<file path="config.mk">
export PLATFORM = sky130hd
export DESIGN_NAME = tcu_reset_initiator_flat
export DESIGN_NICKNAME = d
export VERILOG_FILES = /design/src/rtl/tcu_reset_pkg.sv /design/src/rtl/tcu_reset_initiator_if.sv /design/src/rtl/tcu_reset_initiator.sv /design/src/flat_wrapper.sv
export SDC_FILE = /design/constraint.sdc
export NUM_CORES = 1
export LEC_CHECK = 0
export ABC_AREA = 0
export CORE_MARGIN = 1
export CORE_UTILIZATION = 55
export CTS_CLUSTER_SIZE = 20
export DETAILED_ROUTE_END_ITERATION = 8
export GPL_ROUTABILITY_DRIVEN = 0
export PLACE_DENSITY = 0.77
export SLEW_MARGIN = 20
export SYNTH_ARGS = -nofsm -noshare
export SYNTH_HDL_FRONTEND = slang
export SYNTH_SLANG_ARGS = --single-unit
</file>
<file path="constraint.sdc">
create_clock -name clk_i -period 5.1 [get_ports clk_i]
set_input_delay 0.765 -clock clk_i [delete_from_list [all_inputs] [get_ports clk_i]]
set_output_delay 0.765 -clock clk_i [all_outputs]
set_load 0.02 [all_outputs]
</file>
<file path="src/rtl/tcu_reset_pkg.sv">
`default_nettype none
// ============================================================================
// Module : tcu_reset_pkg
// Brief  : Shared types and constants for the TCU control reset handshake.
// Rev    : 1.0 - initial release
// ============================================================================
package tcu_reset_pkg;

    // Receiver wraps a 4-bit counter, so the initiator must wait this long.
    localparam int unsigned TCU_STRETCH_CYCLES = 16;

    typedef logic [1:0] status_t;

    localparam status_t ST_OK       = 2'b00;
    localparam status_t ST_DRAIN_TO = 2'b01;
    localparam status_t ST_ACK_TO   = 2'b10;

    typedef enum logic [2:0] {
        IDLE         = 3'd0,
        DRAIN        = 3'd1,
        PULSE        = 3'd2,
        WAIT_ASSERT  = 3'd3,
        WAIT_RELEASE = 3'd4,
        RESP         = 3'd5
    } tcu_rst_state_e;

    function automatic int unsigned max_u(input int unsigned a, input int unsigned b);
        return (a > b) ? a : b;
    endfunction

endpackage
`default_nettype wire

</file>
<file path="src/rtl/tcu_reset_initiator_if.sv">
`default_nettype none
// ============================================================================
// Module : tcu_reset_initiator_if
// Brief  : Command / response handshake between a requester and the initiator.
// Rev    : 1.0 - initial release
// ============================================================================
interface tcu_reset_initiator_if;
    import tcu_reset_pkg::*;

    logic    cmd_valid_i;
    logic    cmd_force_i;
    logic    cmd_ready_o;
    logic    resp_valid_o;
    status_t resp_status_o;
    logic    resp_ready_i;

    modport master (
        output cmd_valid_i,
        output cmd_force_i,
        output resp_ready_i,
        input  cmd_ready_o,
        input  resp_valid_o,
        input  resp_status_o
    );

    modport slave (
        input  cmd_valid_i,
        input  cmd_force_i,
        input  resp_ready_i,
        output cmd_ready_o,
        output resp_valid_o,
        output resp_status_o
    );

endinterface
`default_nettype wire

</file>
<file path="src/rtl/tcu_reset_initiator.sv">
`default_nettype none
// ============================================================================
// Module : tcu_reset_initiator
// Brief  : Drains the TCU, emits a one-cycle reset pulse, tracks the receiver's
//          synchronised reset feedback and returns a completion status.
// Rev    : 1.0 - initial release
// ============================================================================
module tcu_reset_initiator
    import tcu_reset_pkg::*;
#(
    parameter int unsigned DRAIN_TIMEOUT  = 1024,
    parameter int unsigned STRETCH_CYCLES = TCU_STRETCH_CYCLES,
    parameter int unsigned ACK_TIMEOUT    = 64
) (
    input  wire                  clk_i,
    input  wire                  reset_n_i,
    tcu_reset_initiator_if.slave cmd_if,
    output logic                 drain_req_o,
    input  wire                  tcu_idle_i,
    output logic                 tcu_reset_o,
    input  wire                  reset_sync_n_i,
    output logic                 busy_o
);

    localparam int unsigned c_CNT_W = $clog2(max_u(DRAIN_TIMEOUT, ACK_TIMEOUT) + 1);

    localparam logic [c_CNT_W-1:0] c_DRAIN_LAST = c_CNT_W'(DRAIN_TIMEOUT - 1);
    localparam logic [c_CNT_W-1:0] c_ACK_LAST   = c_CNT_W'(ACK_TIMEOUT - 1);
    localparam logic [c_CNT_W-1:0] c_STRETCH    = c_CNT_W'(STRETCH_CYCLES);
    localparam logic [c_CNT_W-1:0] c_CNT_SAT    = {c_CNT_W{1'b1}};

    tcu_rst_state_e       r_state;
    tcu_rst_state_e       w_state_nxt;
    logic [c_CNT_W-1:0]   r_cnt;
    status_t              r_status;
    status_t              w_status_nxt;
    logic                 w_cnt_clr;

    logic                 r_cmd_ready;
    logic                 r_drain_req;
    logic                 r_tcu_reset;
    logic                 r_resp_valid;
    status_t              r_resp_status;
    logic                 r_busy;

    always_comb begin
        w_state_nxt  = r_state;
        w_status_nxt = r_status;
        case (r_state)
            IDLE: begin
                // r_cmd_ready is low for the first cycle out of reset
                if (cmd_if.cmd_valid_i && r_cmd_ready) begin
                    w_status_nxt = ST_OK;
                    w_state_nxt  = cmd_if.cmd_force_i ? PULSE : DRAIN;
                end
            end
            DRAIN: begin
                if (tcu_idle_i) begin
                    w_state_nxt  = PULSE;
                    w_status_nxt = ST_OK;
                end else if (r_cnt == c_DRAIN_LAST) begin
                    w_state_nxt  = PULSE;
                    w_status_nxt = ST_DRAIN_TO;
                end
            end
            PULSE: begin
                w_state_nxt = WAIT_ASSERT;
            end
            WAIT_ASSERT: begin
                if (r_cnt == c_ACK_LAST) begin
                    w_state_nxt  = RESP;
                    w_status_nxt = ST_ACK_TO;
                end else if (!reset_sync_n_i) begin
                    w_state_nxt = WAIT_RELEASE;
                end
            end
            WAIT_RELEASE: begin
                // Early release is ignored until the receiver's stretch has elapsed
                if (reset_sync_n_i && (r_cnt >= c_STRETCH)) begin
                    w_state_nxt = RESP;
                end else if (r_cnt == c_ACK_LAST) begin
                    w_state_nxt  = RESP;
                    w_status_nxt = ST_ACK_TO;
                end
            end
            RESP: begin
                if (cmd_if.resp_ready_i) begin
                    w_state_nxt = IDLE;
                end
            end
            default: begin
                w_state_nxt = IDLE;
            end
        endcase
    end

    // The wait states keep counting from the pulse so the count is time-since-pulse.
    assign w_cnt_clr = (w_state_nxt != r_state) &&
                       (w_state_nxt != WAIT_ASSERT) && (w_state_nxt != WAIT_RELEASE);

    always_ff @(posedge clk_i or negedge reset_n_i) begin
        if (!reset_n_i) begin
            r_state       <= IDLE;
            r_cnt         <= '0;
            r_status      <= ST_OK;
            r_cmd_ready   <= 1'b0;
            r_drain_req   <= 1'b0;
            r_tcu_reset   <= 1'b0;
            r_resp_valid  <= 1'b0;
            r_resp_status <= ST_OK;
            r_busy        <= 1'b0;
        end else begin
            r_state  <= w_state_nxt;
            r_status <= w_status_nxt;
            if (w_cnt_clr) begin
                r_cnt <= '0;
            end else if (r_cnt != c_CNT_SAT) begin
                r_cnt <= r_cnt + c_CNT_W'(1);
            end
            r_cmd_ready   <= (w_state_nxt == IDLE);
            r_drain_req   <= (w_state_nxt == DRAIN) || (w_state_nxt == PULSE) ||
                             (w_state_nxt == WAIT_ASSERT) || (w_state_nxt == WAIT_RELEASE);
            r_tcu_reset   <= (w_state_nxt == PULSE);
            r_resp_valid  <= (w_state_nxt == RESP);
            r_resp_status <= (w_state_nxt == RESP) ? w_status_nxt : ST_OK;
            r_busy        <= (w_state_nxt != IDLE);
        end
    end

    assign cmd_if.cmd_ready_o   = r_cmd_ready;
    assign cmd_if.resp_valid_o  = r_resp_valid;
    assign cmd_if.resp_status_o = r_resp_status;
    assign drain_req_o          = r_drain_req;
    assign tcu_reset_o          = r_tcu_reset;
    assign busy_o               = r_busy;

endmodule
`default_nettype wire

</file>
<file path="src/flat_wrapper.sv">
// flat-port wrapper written by rule: the top's interface ports become plain ports
module tcu_reset_initiator_flat import tcu_reset_pkg::*;
#(
    parameter int unsigned DRAIN_TIMEOUT  = 1024,
    parameter int unsigned STRETCH_CYCLES = TCU_STRETCH_CYCLES,
    parameter int unsigned ACK_TIMEOUT    = 64
)
  (clk_i, reset_n_i, drain_req_o, tcu_idle_i, tcu_reset_o, reset_sync_n_i, busy_o, cmd_if_cmd_valid_i, cmd_if_cmd_force_i, cmd_if_resp_ready_i, cmd_if_cmd_ready_o, cmd_if_resp_valid_o, cmd_if_resp_status_o);
  tcu_reset_initiator_if cmd_if_i ();
  input  wire clk_i;
  input  wire reset_n_i;
  output logic drain_req_o;
  input  wire tcu_idle_i;
  output logic tcu_reset_o;
  input  wire reset_sync_n_i;
  output logic busy_o;
  input wire logic [$bits(cmd_if_i.cmd_valid_i)-1:0] cmd_if_cmd_valid_i;
  input wire logic [$bits(cmd_if_i.cmd_force_i)-1:0] cmd_if_cmd_force_i;
  input wire logic [$bits(cmd_if_i.resp_ready_i)-1:0] cmd_if_resp_ready_i;
  output wire logic [$bits(cmd_if_i.cmd_ready_o)-1:0] cmd_if_cmd_ready_o;
  output wire logic [$bits(cmd_if_i.resp_valid_o)-1:0] cmd_if_resp_valid_o;
  output wire logic [$bits(cmd_if_i.resp_status_o)-1:0] cmd_if_resp_status_o;
  assign cmd_if_i.cmd_valid_i = cmd_if_cmd_valid_i;
  assign cmd_if_i.cmd_force_i = cmd_if_cmd_force_i;
  assign cmd_if_i.resp_ready_i = cmd_if_resp_ready_i;
  assign cmd_if_cmd_ready_o = cmd_if_i.cmd_ready_o;
  assign cmd_if_resp_valid_o = cmd_if_i.resp_valid_o;
  assign cmd_if_resp_status_o = cmd_if_i.resp_status_o;
  tcu_reset_initiator #(.DRAIN_TIMEOUT(DRAIN_TIMEOUT), .STRETCH_CYCLES(STRETCH_CYCLES), .ACK_TIMEOUT(ACK_TIMEOUT)) u_core (.clk_i(clk_i), .reset_n_i(reset_n_i), .cmd_if(cmd_if_i), .drain_req_o(drain_req_o), .tcu_idle_i(tcu_idle_i), .tcu_reset_o(tcu_reset_o), .reset_sync_n_i(reset_sync_n_i), .busy_o(busy_o));
endmodule
</file>
Yosys cells after proc, flatten, opt, wreduce, memory -nomap -nowiden
Index checks and enable logic that the tools add are counted.
{"block": "totals", "reg_bits": 23, "latch_bits": 0, "mem_bits_rw": 0, "rom_bits": 0, "input_bits": 7, "out_inout_bits": 7, "memories": 0}
{"block": "classes", "n_addsub": 1, "mul": 0, "div_mod_pow": 0, "magnitude_cmp": 1, "eq_ne": 16, "shifts": 0, "mux": 19, "bitwise": 0, "n_reduce_logical": 11}
{"op": "two-way mux 3 bit", "n": 8}
{"op": "two-way mux 11 bit", "n": 2}
{"op": "one-hot mux 3 bit (6 select lines)", "n": 1}
{"op": "two-way mux 2 bit", "n": 7}
{"op": "== test 3 x 2 -> 1 bit (second input constant)", "n": 4}
{"op": "== test 3 bit (second input constant)", "n": 4}
{"op": "adder 11 x 1 -> 11 bit (second input constant)", "n": 1}
{"op": "== test 11 x 10 -> 1 bit (second input constant)", "n": 1}
{"op": "== test 11 x 6 -> 1 bit (second input constant)", "n": 1}
{"op": "greater-or-equal comparator 11 x 5 -> 1 bit (second input constant)", "n": 1}
{"op": "!= test 11 bit (second input constant)", "n": 1}
{"op": "one-hot mux 2 bit (4 select lines)", "n": 1}
{"op": "== test 3 x 1 -> 1 bit (second input constant)", "n": 2}
{"op": "zero test 3 bit", "n": 2}
{"op": "logical AND 1 bit", "n": 4}
{"op": "logical OR 1 bit", "n": 3}
{"op": "!= test 3 x 2 -> 1 bit (second input constant)", "n": 1}
{"op": "!= test 3 bit", "n": 1}
{"op": "!= test 3 bit (second input constant)", "n": 1}
{"op": "nonzero test 3 bit", "n": 1}
{"op": "nonzero test 2 bit", "n": 1}

Logic depth before layout (Yosys ltp)
Gate-level depths: netlist (run 1).
{"block": "logic_depth", "ltp_word": 8, "depth_mapped": 8}

Worst setup path after synthesis (run 1)
OpenSTA, ideal clock, no wires.
{"block": "synth_path", "path_type": "input to register", "start": "input port tcu_idle_i", "end": "register u_core.r_cnt[0]", "setup_time_ps": 119, "arrival_time_ps": 1994, "setup_slack_ps": 2987, "cell_stages": 7, "path_cell_list": "or4b_1 a31oi_2 or3_4 o31ai_4 a21oi_2 buf_6 nor2_1"}
{"block": "synth_via", "elab_chain_len": 6, "elab_cells_between_ends": 9, "classes_between": "eq/ne: 3; mux: 3; reduce/logical: 3"}
{"item": "start: declaration", "line": "flat_wrapper.sv:13", "rtl": "input wire tcu_idle_i;"}
{"item": "two-way mux 3 bit (*)", "line": "tcu_reset_initiator.sv:58", "rtl": "if (tcu_idle_i) begin"}
{"item": "one-hot mux 3 bit (6 select lines) (*)", "line": "tcu_reset_initiator.sv:49", "rtl": "case (r_state)"}
{"item": "!= test 3 bit or != test 3 x 2 -> 1 bit (tied branches)", "line": "tcu_reset_initiator.sv:98, tcu_reset_initiator.sv:99"}
{"item": "logical AND 1 bit", "line": "tcu_reset_initiator.sv:98", "rtl": "assign w_cnt_clr = (w_state_nxt != r_state) &&"}
{"item": "logical AND 1 bit (*)", "line": "tcu_reset_initiator.sv:99", "rtl": "(w_state_nxt != WAIT_ASSERT) && (w_state_nxt != WAIT_RELEASE);"}
{"item": "two-way mux 11 bit or nonzero test 2 bit (tied branches)"}
{"item": "end signal: assignment", "line": "tcu_reset_initiator.sv:118", "rtl": "r_cnt <= r_cnt + c_CNT_W'(1);"}
{"item": "end: declaration", "line": "tcu_reset_initiator.sv:34", "rtl": "logic [c_CNT_W-1:0] r_cnt;"}
Every way passes the cells marked *; elsewhere a longest branch is shown, timed or not.
A chain may end at the register's enable or synchronous reset.

Worst setup path in the final report (run 1)
{"block": "layout_path", "start": "input port tcu_idle_i", "end": "register u_core.r_cnt[2]"}
The elaborated chain is that of the path after synthesis.

==> summary.md, run 1 <==
| Metric | Value |
|---|---|
| Fmax | 394 MHz |
| Row count | 17 |
| GRT overflow | 0 |
| Internal reg-to-reg setup slack | 2.65 ns |
| Diode count | 0 |
| Die Span Y | 52.4 µm |
| Final min period | 2.54 ns |
| Total number of vias | 1,055 |
| Hold Fails Final Rpt | 0 |
| Num ports | 14 |
| Number of global-route vias before repair | 1,006 |
| Post-CTS sizing | 0 |
| Max cap viols | 0 |
| Slew Limit Fails | 0 |
| RSZ-0062 raised after global routing | no |
| Crit path max fanout | 11 |
| Clock tree buffer depth | 2 |
| Starting Density | 60.8% |
| CTS tree | built |
| Routed Wire Length | 2650 µm |
| Clock Power Share | 11.5% |
| Largest net degree at the start of global routing | 24 |
| Setup CP Type | in2reg |
| Arrival time worst endpoint | 2.72 ns |
| DRT Pass-1 Iters | 4 |
| Hold WC Path Type | in2async |
| Cell area after synthesis | 0.00140 mm² |
| Iteration-0 DRC Markers | 16 |
| Worst Tran Pin Value | 0.553 ns |
| Post-synth cell types | 54 |
| Top_reg_cell synth | dfrtp_1 |
| Worst IR drop on VDD | 414 µV |
| Clock sink total | 23 |
| DRC | 0 |
| Clock Latency Late Sink | 0.30 ns |
| Antenna violations before repair | 0 |
| Synth top area cells | dfrtp_1 41%, nor2_1 3.8%, a21oi_1 2.9% |
| H-tree Lvls | 1 |
| Reg clk slew, reported paths | 0.12 ns |
| Share of layout cells above drive strength 1 | 18.1% |
| Avg WL per Cell | 15.0 µm |
| Buffers on Ports | 13 |
| Status | complete, no violations |
| Area leader, netlist | dfrtp_1 |
| Syn Inst Count | 137 |
| Die Area | 0.00274 mm² |
| Sequential share of the synthesized area | 41.2% |
| Final setup skew | 0.00747 ns |
| P_leak | 0.621 nW |
| Mean Syn Cell Area | 10.2 µm² |
| Psw | 308 µW |
| Antenna viol nets, final | 0 |
| Die Width | 52.4 µm |
| Nets | 159 |
| Number of synthesized flops with an enable pin | 0 |
| CP endpoint kind | flip-flop |
| Sequential share of power | 39.4% |
| Met3 usage | 3.19% |
| Synth top area share | 41.2% |
| Syn_nets | 146 |
| Vias per cell | 5.96 |
| Fill cell count | 188 |
| Startpoint Class | input port |
| Rel. slew slack | 63.1% |
| Switching Fraction | 42.9% |
| R2R Path Start | u_core.r_cnt[0] |
| YS warnings | 0 |
| Met1 usage | 31.3% |
| Internal power | 410 µW |
| First-pass GRT wire length | 4550 µm |
| Reg-to-Reg End | u_core.r_cnt[2] |
| Setup TNS Final | 0 ns |
| PnR worst setup slack | 2.56 ns |
| Gate power share | 49.1% |
| Final setup violation count | 0 |
| Root Buffer | clkbuf_4 |
| GR Util met2 | 37.6% |
| Place WS | 2.23 ns |
| CTS Buf Count | 3 |
| R2R cell count | 7 |
| CP required | 5.28 ns |
| Period utilization | 49.8% |
| Setup bufs post-CTS | 0 |
| Flops & latches, synth | 23 |
| Synth-to-layout area growth | 9.68% |
| Async SR Flop Fraction | 100% |
| GR peak layer | met2 |
| Core Region | 0.00230 mm² |
| Tot GR Track Use | 22.7% |
| Hold buffers post-CTS | 0 |
| Pwr Density | 469 mW/mm² |
| Fin util | 66.7% |
| Register area | 576 µm² |
| DP HPWL | 1980 µm |
| Multi-input gate area | 743 µm² |
-- placed cells by master, fill, tap and decap left out, drive strengths merged, types with 2 or more instances in the layout --
master,synthesis,layout
a21boi,2,2
a21oi,10,10
a31oi,2,2
and2,3,3
and3,4,4
clkbuf,1,4
clkdlybuf4s50,0,12
dfrtp,23,23
ha,2,2
inv,7,7
nand2,8,8
nand3,3,3
nand4,4,4
nor2,14,14
nor2b,2,2
nor3,3,3
nor4,3,3
o21ai,5,5
o31ai,3,3
o41ai,2,2
or2,2,2
or2b,3,3
or3,4,4
xnor2,3,3
xor2,4,4
-- power groups by stage --
stage / clock network, mW / logic (mW) / registers [mW]
2_1_floorplan: 0 / 0.296 / 0.280
3_3_place_gp: 0 / 0.345 / 0.284
3_5_place_dp: 0 / 0.352 / 0.286
4_1_cts: 0.0827 / 0.354 / 0.282
5_1_grt: 0.0905 / 0.386 / 0.291
6_report: 0.0824 / 0.352 / 0.283
-- stage by stage --
stage / cell area (µm²) / std cells / power, mW / hold WS, ns
after floorplan: 1400 / 137 / 0.575 / 0.442
after global placement: 1510 / 173 / 0.629 / 0.473
after detailed placement: 1510 / 173 / 0.638 / 0.474
after CTS: 1540 / 177 / 0.719 / 0.500
after global routing: 1530 / 177 / 0.768 / 0.438
final: 1530 / 177 / 0.718 / 0.409
-- synth_stat cells, types with 2 or more instances --
cell type / instances
or2b_2: 2
nor2b_1: 2
a21oi_1: 8
a21boi_0: 2
or3_4: 2
xnor2_1: 3
a21oi_2: 2
ha_1: 2
nor3_1: 2
or3_1: 2
buf_6: 2
and3_1: 2
inv_1: 7
o21ai_0: 5
o31ai_1: 2
dfrtp_1: 23
nor4_1: 2
nand2_1: 8
nand4_1: 4
nand3_1: 3
buf_4: 2
xor2_1: 4
and3_2: 2
nor2_1: 14
-- flip-flops by register name (all words and copies together), names as in the netlist --
| name | flops |
|---|---|
| u_core.busy_o | 1 |
| u_core.cmd_if.cmd_ready_o | 1 |
| u_core.cmd_if.resp_status_o | 2 |
| u_core.cmd_if.resp_valid_o | 1 |
| u_core.drain_req_o | 1 |
| u_core.r_cnt | 11 |
| u_core.r_state | 3 |
| u_core.r_status | 2 |
| u_core.tcu_reset_o | 1 |
-- per-layer routing --
| layer | share of wire [%] | vias up | routed length (µm) |
|---|---|---|---|
| met2 | 47 | 13 | 1240 |
| met1 | 50 | 520 | 1340 |
| met3 | 2.1 | 2 | 56 |
| met5 | 0 | - | 0 |
| met4 | 0.45 | 0 | 12 |
| li1 | - | 520 | - |
-- cell type report --
class	instances	area share (%)
clock buffers	4	1.72
inverters	7	1.72
multi-input cells	102	48.5
flip-flops and latches	23	37.6
well taps	28	2.29
repair buffers	13	8.17
-- critical path, cell delays in order --
cell and delay (ns):
clkdlybuf4s50_1 0.44, or4b_1 0.53, a31oi_2 0.21, or3_4 0.17
o31ai_4 0.06, a21oi_2 0.43, nor2_1 0.11
-- worst max-delay path by stage --
| stage | start | slack [ns] | to |
|---|---|---|---|
| 2_1_floorplan | tcu_idle_i | 2.99 | u_core.r_cnt[0] |
| 3_3_place_gp | tcu_idle_i | 2.31 | u_core.r_cnt[0] |
| 3_5_place_dp | tcu_idle_i | 2.23 | u_core.r_cnt[2] |
| 4_1_cts | tcu_idle_i | 2.56 | u_core.r_cnt[2] |
| 5_1_grt | tcu_idle_i | 2.42 | u_core.r_cnt[9] |
| 6_report | tcu_idle_i | 2.56 | u_core.r_cnt[2] |
-- cell families (layout without fill, tap and decap cells) --
logic type	count (synthesis)	in the layout	synth area share, %
buffers and inverters	12	24	5.56
and+or+nand+nor	59	59	26.7
xor gates and xnor gates	7	7	4.39
DFF	23	23	41.2
AOI/OAI and AO/OA	34	34	20.3
adders and majority gates	2	2	1.79
Note: power is estimated with default switching activity, not from simulation.
==> inputs of run 2 (changes only) <==
--- a/config.mk
+++ b/config.mk
@@ -7,11 +7,11 @@
 export LEC_CHECK = 0
 export ABC_AREA = 0
 export CORE_MARGIN = 1
-export CORE_UTILIZATION = 55
+export CORE_UTILIZATION = 50
 export CTS_CLUSTER_SIZE = 20
 export DETAILED_ROUTE_END_ITERATION = 8
 export GPL_ROUTABILITY_DRIVEN = 0
-export PLACE_DENSITY = 0.77
+export PLACE_DENSITY = 0.74
 export SLEW_MARGIN = 20
 export SYNTH_ARGS = -nofsm -noshare
 export SYNTH_HDL_FRONTEND = slang
==> constraint.sdc (replaced) <==
create_clock -name clk_i -period 2 [get_ports clk_i]
set_input_delay 0.3 -clock clk_i [delete_from_list [all_inputs] [get_ports clk_i]]
set_output_delay 0.3 -clock clk_i [all_outputs]
set_load 0.02 [all_outputs]
==> run 2 against run 1 <==
- combinational power grew to 3.8 times the previous value
- critical path depth did not move
- critical endpoint is now u_core.r_cnt[3]
- critical path type is now reg2reg
- wire length rose by 19%
- largest cell class unchanged
- the flow now finishes with violations (negative setup slack)
==> summary.md, run 2 (same netlist as run 1, synthesis figures left out) <==
| Metric | Value |
|---|---|
| Status | finished with violations |
| Failing checks | negative setup slack |
| Routed Wire Length | 3160 µm |
| Hold Fails Final Rpt | 0 |
| Crit-path leading delay family | compound AO/OA/AOI/OAI gates |
| Die Span Y | 54.8 µm |
| Largest register FFs | 11 |
| Share of layout cells above drive strength 1 | 41.8% |
| Sequential share of power | 30.0% |
| Psw | 919 µW |
| Antenna violations before repair | 0 |
| Period utilization | 103% |
| Worst Tran Pin Value | 0.347 ns |
| Worst IR drop on VDD | 1300 µV |
| Arrival time worst endpoint | 2.27 ns |
| CP max stage delay | 0.42 ns |
| Reg clk slew, reported paths | 0.13 ns |
| Final setup violation count | 12 |
| Largest net degree at the start of global routing | 24 |
| CP required | 2.21 ns |
| CTS Buf Count | 3 |
| Setup CP Type | reg2reg |
| Most frequent cells in the layout | 33 x buf_4, 21 x dfrtp_1, 13 x clkdlybuf4s50_1 |
| Critical path buffer and inverter count | 1 |
| Final setup skew | 0.00156 ns |
| Pwr Density | 1180 mW/mm² |
| Num ports | 14 |
| Critical path's slowest cell | or3_4 |
| DRC | 0 |
| Startpoint Class | flip-flop |
| Clock Latency Late Sink | 0.31 ns |
| Post-route design area | 0.00191 mm² |
| Max cap viols | 0 |
| Setup TNS Final | -0.467 ns |
| Pwr Total | 2.24 mW |
| GRT overflow | 0 |
| Fmax | 486 MHz |
| Top reg by flops | u_core.r_cnt |
| Hold WC Path Type | in2async |
| Slew Limit Fails | 0 |
| Clock sink total | 23 |
| CTS tree | built |
| Diode count | 0 |
| DRT Pass-1 Iters | 4 |
| Rel. slew slack | 76.8% |
| Die Area | 0.00301 mm² |
| Sequence of cells on the critical path | or3_4 -> o41ai_4 -> a21o_1 -> o31ai_4 -> a21oi_2 -> buf_4 -> nor2_1 |
| Tot GR Track Use | 23.7% |
| First-pass GRT wire length | 4910 µm |
| H-tree Lvls | 1 |
| RSZ-0062 raised after global routing | yes |
| Place WS | -0.233 ns |
| Area after DPL | 0.00174 mm² |
| Number of global-route vias before repair | 1,065 |
| Core Region | 0.00257 mm² |
| Clock tree buffer depth | 2 |
| Nets | 194 |
| PnR worst setup slack | -0.0596 ns |
| Final min period | 2.06 ns |
| Synth-to-layout area growth | 36.5% |
| Clock Power Share | 9.7% |
| Commonest non-fill, non-tap cell in the layout | buf_4 |
| Vias per cell | 5.61 |
| Total number of vias | 1,200 |
| Root Buffer | clkbuf_4 |
| Antenna viol nets, final | 0 |
| Row count | 18 |
| Die Width | 54.8 µm |
| Gate power share | 60.2% |
| Buffers on Ports | 13 |
| P_leak | 0.808 nW |
| Internal power | 1.32 mW |
| Crit path max fanout | 4 |
| Avg WL per Cell | 14.8 µm |
| Starting Density | 54.4% |
| Iteration-0 DRC Markers | 38 |
| CP endpoint kind | flip-flop |
| Switching Fraction | 41.0% |
| Largest regs | u_core.r_cnt: 11 flops, u_core.r_state: 3 flops |
| DP HPWL | 2400 µm |
| Final hold slack | 0.328 ns |
run 2: cell types whose count changed in the layout (fill, tap and decap cells not counted), moves of 2 or more:
| cell | before | now |
|---|---|---|
| buf_4 | 0 | 33 |
| a21oi_1 | 8 | 6 |
| a21oi_2 | 2 | 4 |
| buf_6 | 0 | 2 |
| dfrtp_1 | 23 | 21 |
| dfrtp_2 | 0 | 2 |
| nor2_1 | 14 | 12 |
| nor2_2 | 0 | 2 |
run 2: final timing paths:
kind                                    start  slack (ns)  cells past startpoint            endpoint
setup / recovery              u_core.r_cnt[6]       -0.06                      7     u_core.r_cnt[3]
hold / removal                      reset_n_i        0.33                      2       u_core.busy_o
setup reg to reg              u_core.r_cnt[6]       -0.06                      7     u_core.r_cnt[3]
hold reg to reg            u_core.r_status[1]        0.53                      2  u_core.r_status[1]
max in group asynchronous           reset_n_i        1.44                      2   u_core.r_state[0]
min in group clk_i         u_core.r_status[1]        0.53                      2  u_core.r_status[1]
run 2: power groups by stage:
stage | clock (mW) | combinational, mW | sequential (mW)
floorplan | 0 | 0.755 | 0.714
CTS | 0.225 | 1.23 | 0.660
global route | 0.243 | 1.46 | 0.687
detailed placement | 0 | 1.20 | 0.670
finish | 0.219 | 1.35 | 0.673
global placement | 0 | 1.17 | 0.664
run 2: cell type report:
class	count	area, µm²
sequential	23	578
tap	30	37.5
clock inverter	1	7.51
multi-input combinational	102	833
fill	168	662
clock buffer	3	22.5
timing repair buffer	48	400
inverter	7	26.3
run 2: worst register-to-register path, stage by stage, from the launching register on:
cell	delay, ns
dfrtp_1	0.41
or3_4	0.43
o41ai_4	0.39
a21o_1	0.24
o31ai_4	0.09
a21oi_2	0.20
buf_4	0.17
nor2_1	0.05
run 2: metrics by stage:
| step | std cells | utilization [%] |
|---|---|---|
| 2_1_floorplan | 137 | - |
| 3_3_place_gp | 205 | 67.8 |
| 3_5_place_dp | 205 | 67.8 |
| 4_1_cts | 209 | 69.9 |
| 5_1_grt | 214 | 74.2 |
| 6_report | 214 | 74.2 |
run 2: what timing repair did:
| item | in CTS | in global routing |
|---|---|---|
| hold buffers | 0 | 0 |
| setup endpoints to repair | 16 | 14 |
| endpoints found under the hold margin | 0 | 0 |
| pin swaps | 6 | 6 |
| setup buffers | 0 | 5 |
| gates resized for setup | 6 | 16 |
run 2: metal layers:
layer  up-vias  global-route usage (%)  part of all wire [%]
li1        589                       -                     -
met4         0                    7.26                   1.7
met5         -                       0                     0
met3         6                    5.00                   3.9
met2        29                    37.6                    47
met1       576                    32.3                    47
==> inputs of run 3 (changes only) <==
--- a/config.mk
+++ b/config.mk
@@ -7,11 +7,11 @@
 export LEC_CHECK = 0
 export ABC_AREA = 0
 export CORE_MARGIN = 1
-export CORE_UTILIZATION = 50
+export CORE_UTILIZATION = 55
 export CTS_CLUSTER_SIZE = 20
 export DETAILED_ROUTE_END_ITERATION = 8
 export GPL_ROUTABILITY_DRIVEN = 0
-export PLACE_DENSITY = 0.74
+export PLACE_DENSITY = 0.77
 export SLEW_MARGIN = 20
 export SYNTH_ARGS = -nofsm -noshare
 export SYNTH_HDL_FRONTEND = slang
==> constraint.sdc (replaced) <==
create_clock -name clk_i -period 2.2 [get_ports clk_i]
set_input_delay 0.33 -clock clk_i [delete_from_list [all_inputs] [get_ports clk_i]]
set_output_delay 0.33 -clock clk_i [all_outputs]
set_load 0.02 [all_outputs]
==> run 3 against run 2 <==
- the flow now finishes without violations
- flip-flop and latch count unchanged
- via count decreased by 5.3%
- power decreased by 15%
- worst hold slack improved by 0.0055 ns
- cell area decreased by 11%
- sequential share of layout area increased by 3.8 points
==> summary.md, run 3 (same netlist as run 1, synthesis figures left out) <==
| Metric | Value |
|---|---|
| Status | complete, no violations |
| Largest net degree at the start of global routing | 24 |
| Internal power | 1.10 mW |
| P_leak | 0.697 nW |
| Setup CP Type | reg2reg |
| Routed wl met2 | 1300 µm |
| Place WS | -0.0481 ns |
| DRT Pass-1 Iters | 4 |
| Rel. slew slack | 73.0% |
| Sequence of cells on the critical path | or3_4 -> o41ai_4 -> a21oi_2 -> buf_4 -> inv_1 -> and2_4 -> and2_1 |
| CP required | 2.47 ns |
| Period utilization | 95.8% |
| Highest metal used | met4 |
| Diode count | 0 |
| Pwr Total | 1.91 mW |
| WL met1 | 1520 µm |
| Routed Wire Length | 3060 µm |
| Largest regs | u_core.r_cnt: 11 flops, u_core.r_state: 3 flops |
| Clock sink total | 23 |
| Gate power share | 56.2% |
| Final min period | 2.11 ns |
| Worst IR drop on VDD | 907 µV |
| Buffers on Ports | 13 |
| Startpoint Class | flip-flop |
| Top reg by flops | u_core.r_cnt |
| Hold WC Path Type | in2async |
| Final setup violation count | 0 |
| Hold Fails Final Rpt | 0 |
| Placed Cells incl. Taps | 188 |
| Clock Latency Late Sink | 0.32 ns |
| Antenna viol nets, final | 0 |
| Most frequent cells in the layout | 21 x dfrtp_1, 15 x buf_4, 13 x clkdlybuf4s50_1 |
| Fill cell count | 171 |
| Met3 routed WL | 160 µm |
| H-tree Lvls | 1 |
| Num ports | 14 |
| Critical path's slowest cell | dfrtp_2 |
| Number of global-route vias before repair | 1,107 |
| Final std cells w/o fill | 193 |
| GRT overflow | 0 |
| Vias per cell | 5.89 |
| Pwr Density | 1130 mW/mm² |
| Total number of vias | 1,136 |
| Die Span Y | 52.4 µm |
| Reg clk slew, reported paths | 0.14 ns |
| Starting Density | 60.8% |
| Row count | 17 |
| Crit path max fanout | 5 |
| RSZ-0062 raised after global routing | yes |
| Fmax | 475 MHz |
| Root Buffer | clkbuf_4 |
| Arrival time worst endpoint | 2.38 ns |
| Clock tree buffer depth | 2 |
| Die Width | 52.4 µm |
| CP endpoint kind | flip-flop |
| Switching Fraction | 42.4% |
| Antenna violations before repair | 0 |
| CTS tree | built |
| Slew Limit Fails | 0 |
| DRC | 0 |
| Nets | 175 |
| Largest register FFs | 11 |
| Share of layout cells above drive strength 1 | 30.3% |
| Psw | 810 µW |
| Final setup skew | 0.00268 ns |
| Fin util | 73.6% |
| Die Area | 0.00274 mm² |
| PnR worst setup slack | 0.0931 ns |
| Max cap viols | 0 |
| DP HPWL | 2250 µm |
| Sequential share of power | 32.8% |
| Core Region | 0.00230 mm² |
| Worst Tran Pin Value | 0.402 ns |
| CTS Buf Count | 3 |
| First-pass GRT wire length | 5090 µm |
| Commonest non-fill, non-tap cell in the layout | dfrtp_1 |
| Iteration-0 DRC Markers | 38 |
| Synth-to-layout area growth | 21.1% |
| Clock Power Share | 10.9% |
| CP max stage delay | 0.46 ns |
| Tot GR Track Use | 26.1% |
| Avg WL per Cell | 15.9 µm |
==> run 3: timing repair <==
| item | in CTS | in global routing |
|---|---|---|
| hold buffers | 0 | 0 |
| setup endpoints to repair | 0 | 11 |
| setup buffers | 0 | 1 |
| resized for setup | 0 | 9 |
==> run 3: layout make-up <==
type / instances / area, µm² / share of cell area (%)
repair buffers: 29 / 254 / 15.0
flip-flops and latches: 23 / 578 / 34.2
well taps: 28 / 35.0 / 2.07
clock inverters: 1 / 7.51 / 0.444
clock buffers: 3 / 22.5 / 1.33
multi-input cells: 102 / 768 / 45.4
inverters: 7 / 26.3 / 1.55
==> run 3: power by group through the flow <==
stage | sequential (mW) | combinational, mW | clock (mW)
after CTS | 0.622 | 1.00 | 0.209
after global placement | 0.622 | 0.980 | 0
after detailed placement | 0.629 | 0.996 | 0
after global routing | 0.637 | 1.18 | 0.230
after floorplan | 0.649 | 0.685 | 0
final | 0.627 | 1.07 | 0.209
==> run 3: through the flow <==
| step | hold WS [ns] | cell area [µm²] | setup TNS, ns |
|---|---|---|---|
| 6_report | 0.333 | 1690 | 0 |
| 5_1_grt | 0.359 | 1690 | -0.212 |
| 4_1_cts | 0.341 | 1650 | 0 |
| 3_5_place_dp | 0.502 | 1620 | -0.323 |
| 3_3_place_gp | 0.478 | 1620 | -0.0120 |
| 2_1_floorplan | 0.0344 | 1400 | 0 |
==> run 3: worst max-delay path, delay by kind of cell (launching register included) <==
kind | cells | cell delay (ns)
AO/OA/AOI/OAI | 2 | 0.58
flip-flops | 1 | 0.46
AND/OR/NAND/NOR | 3 | 0.72
buffers and inverters | 2 | 0.30
==> run 3: routing by layer <==
layer / vias to the layer above / track usage [%]
li1: 550 / -
met1: 538 / 38.0
met2: 38 / 37.1
met3: 10 / 5.22
met4: 0 / 11.8
met5: - / 0
==> run 3: final timing paths <==
path                       slack, ns  cells after the start               from                              to
min in group clk_i              0.53                      1  u_core.r_state[2]              u_core.tcu_reset_o
max in group asynchronous       1.62                      2          reset_n_i                 u_core.r_cnt[7]
hold / removal                  0.33                      2          reset_n_i                   u_core.busy_o
setup reg to reg                0.09                      7    u_core.r_cnt[7]  u_core.cmd_if.resp_status_o[0]
setup / recovery                0.09                      7    u_core.r_cnt[7]  u_core.cmd_if.resp_status_o[0]
hold reg to reg                 0.53                      1  u_core.r_state[2]              u_core.tcu_reset_o
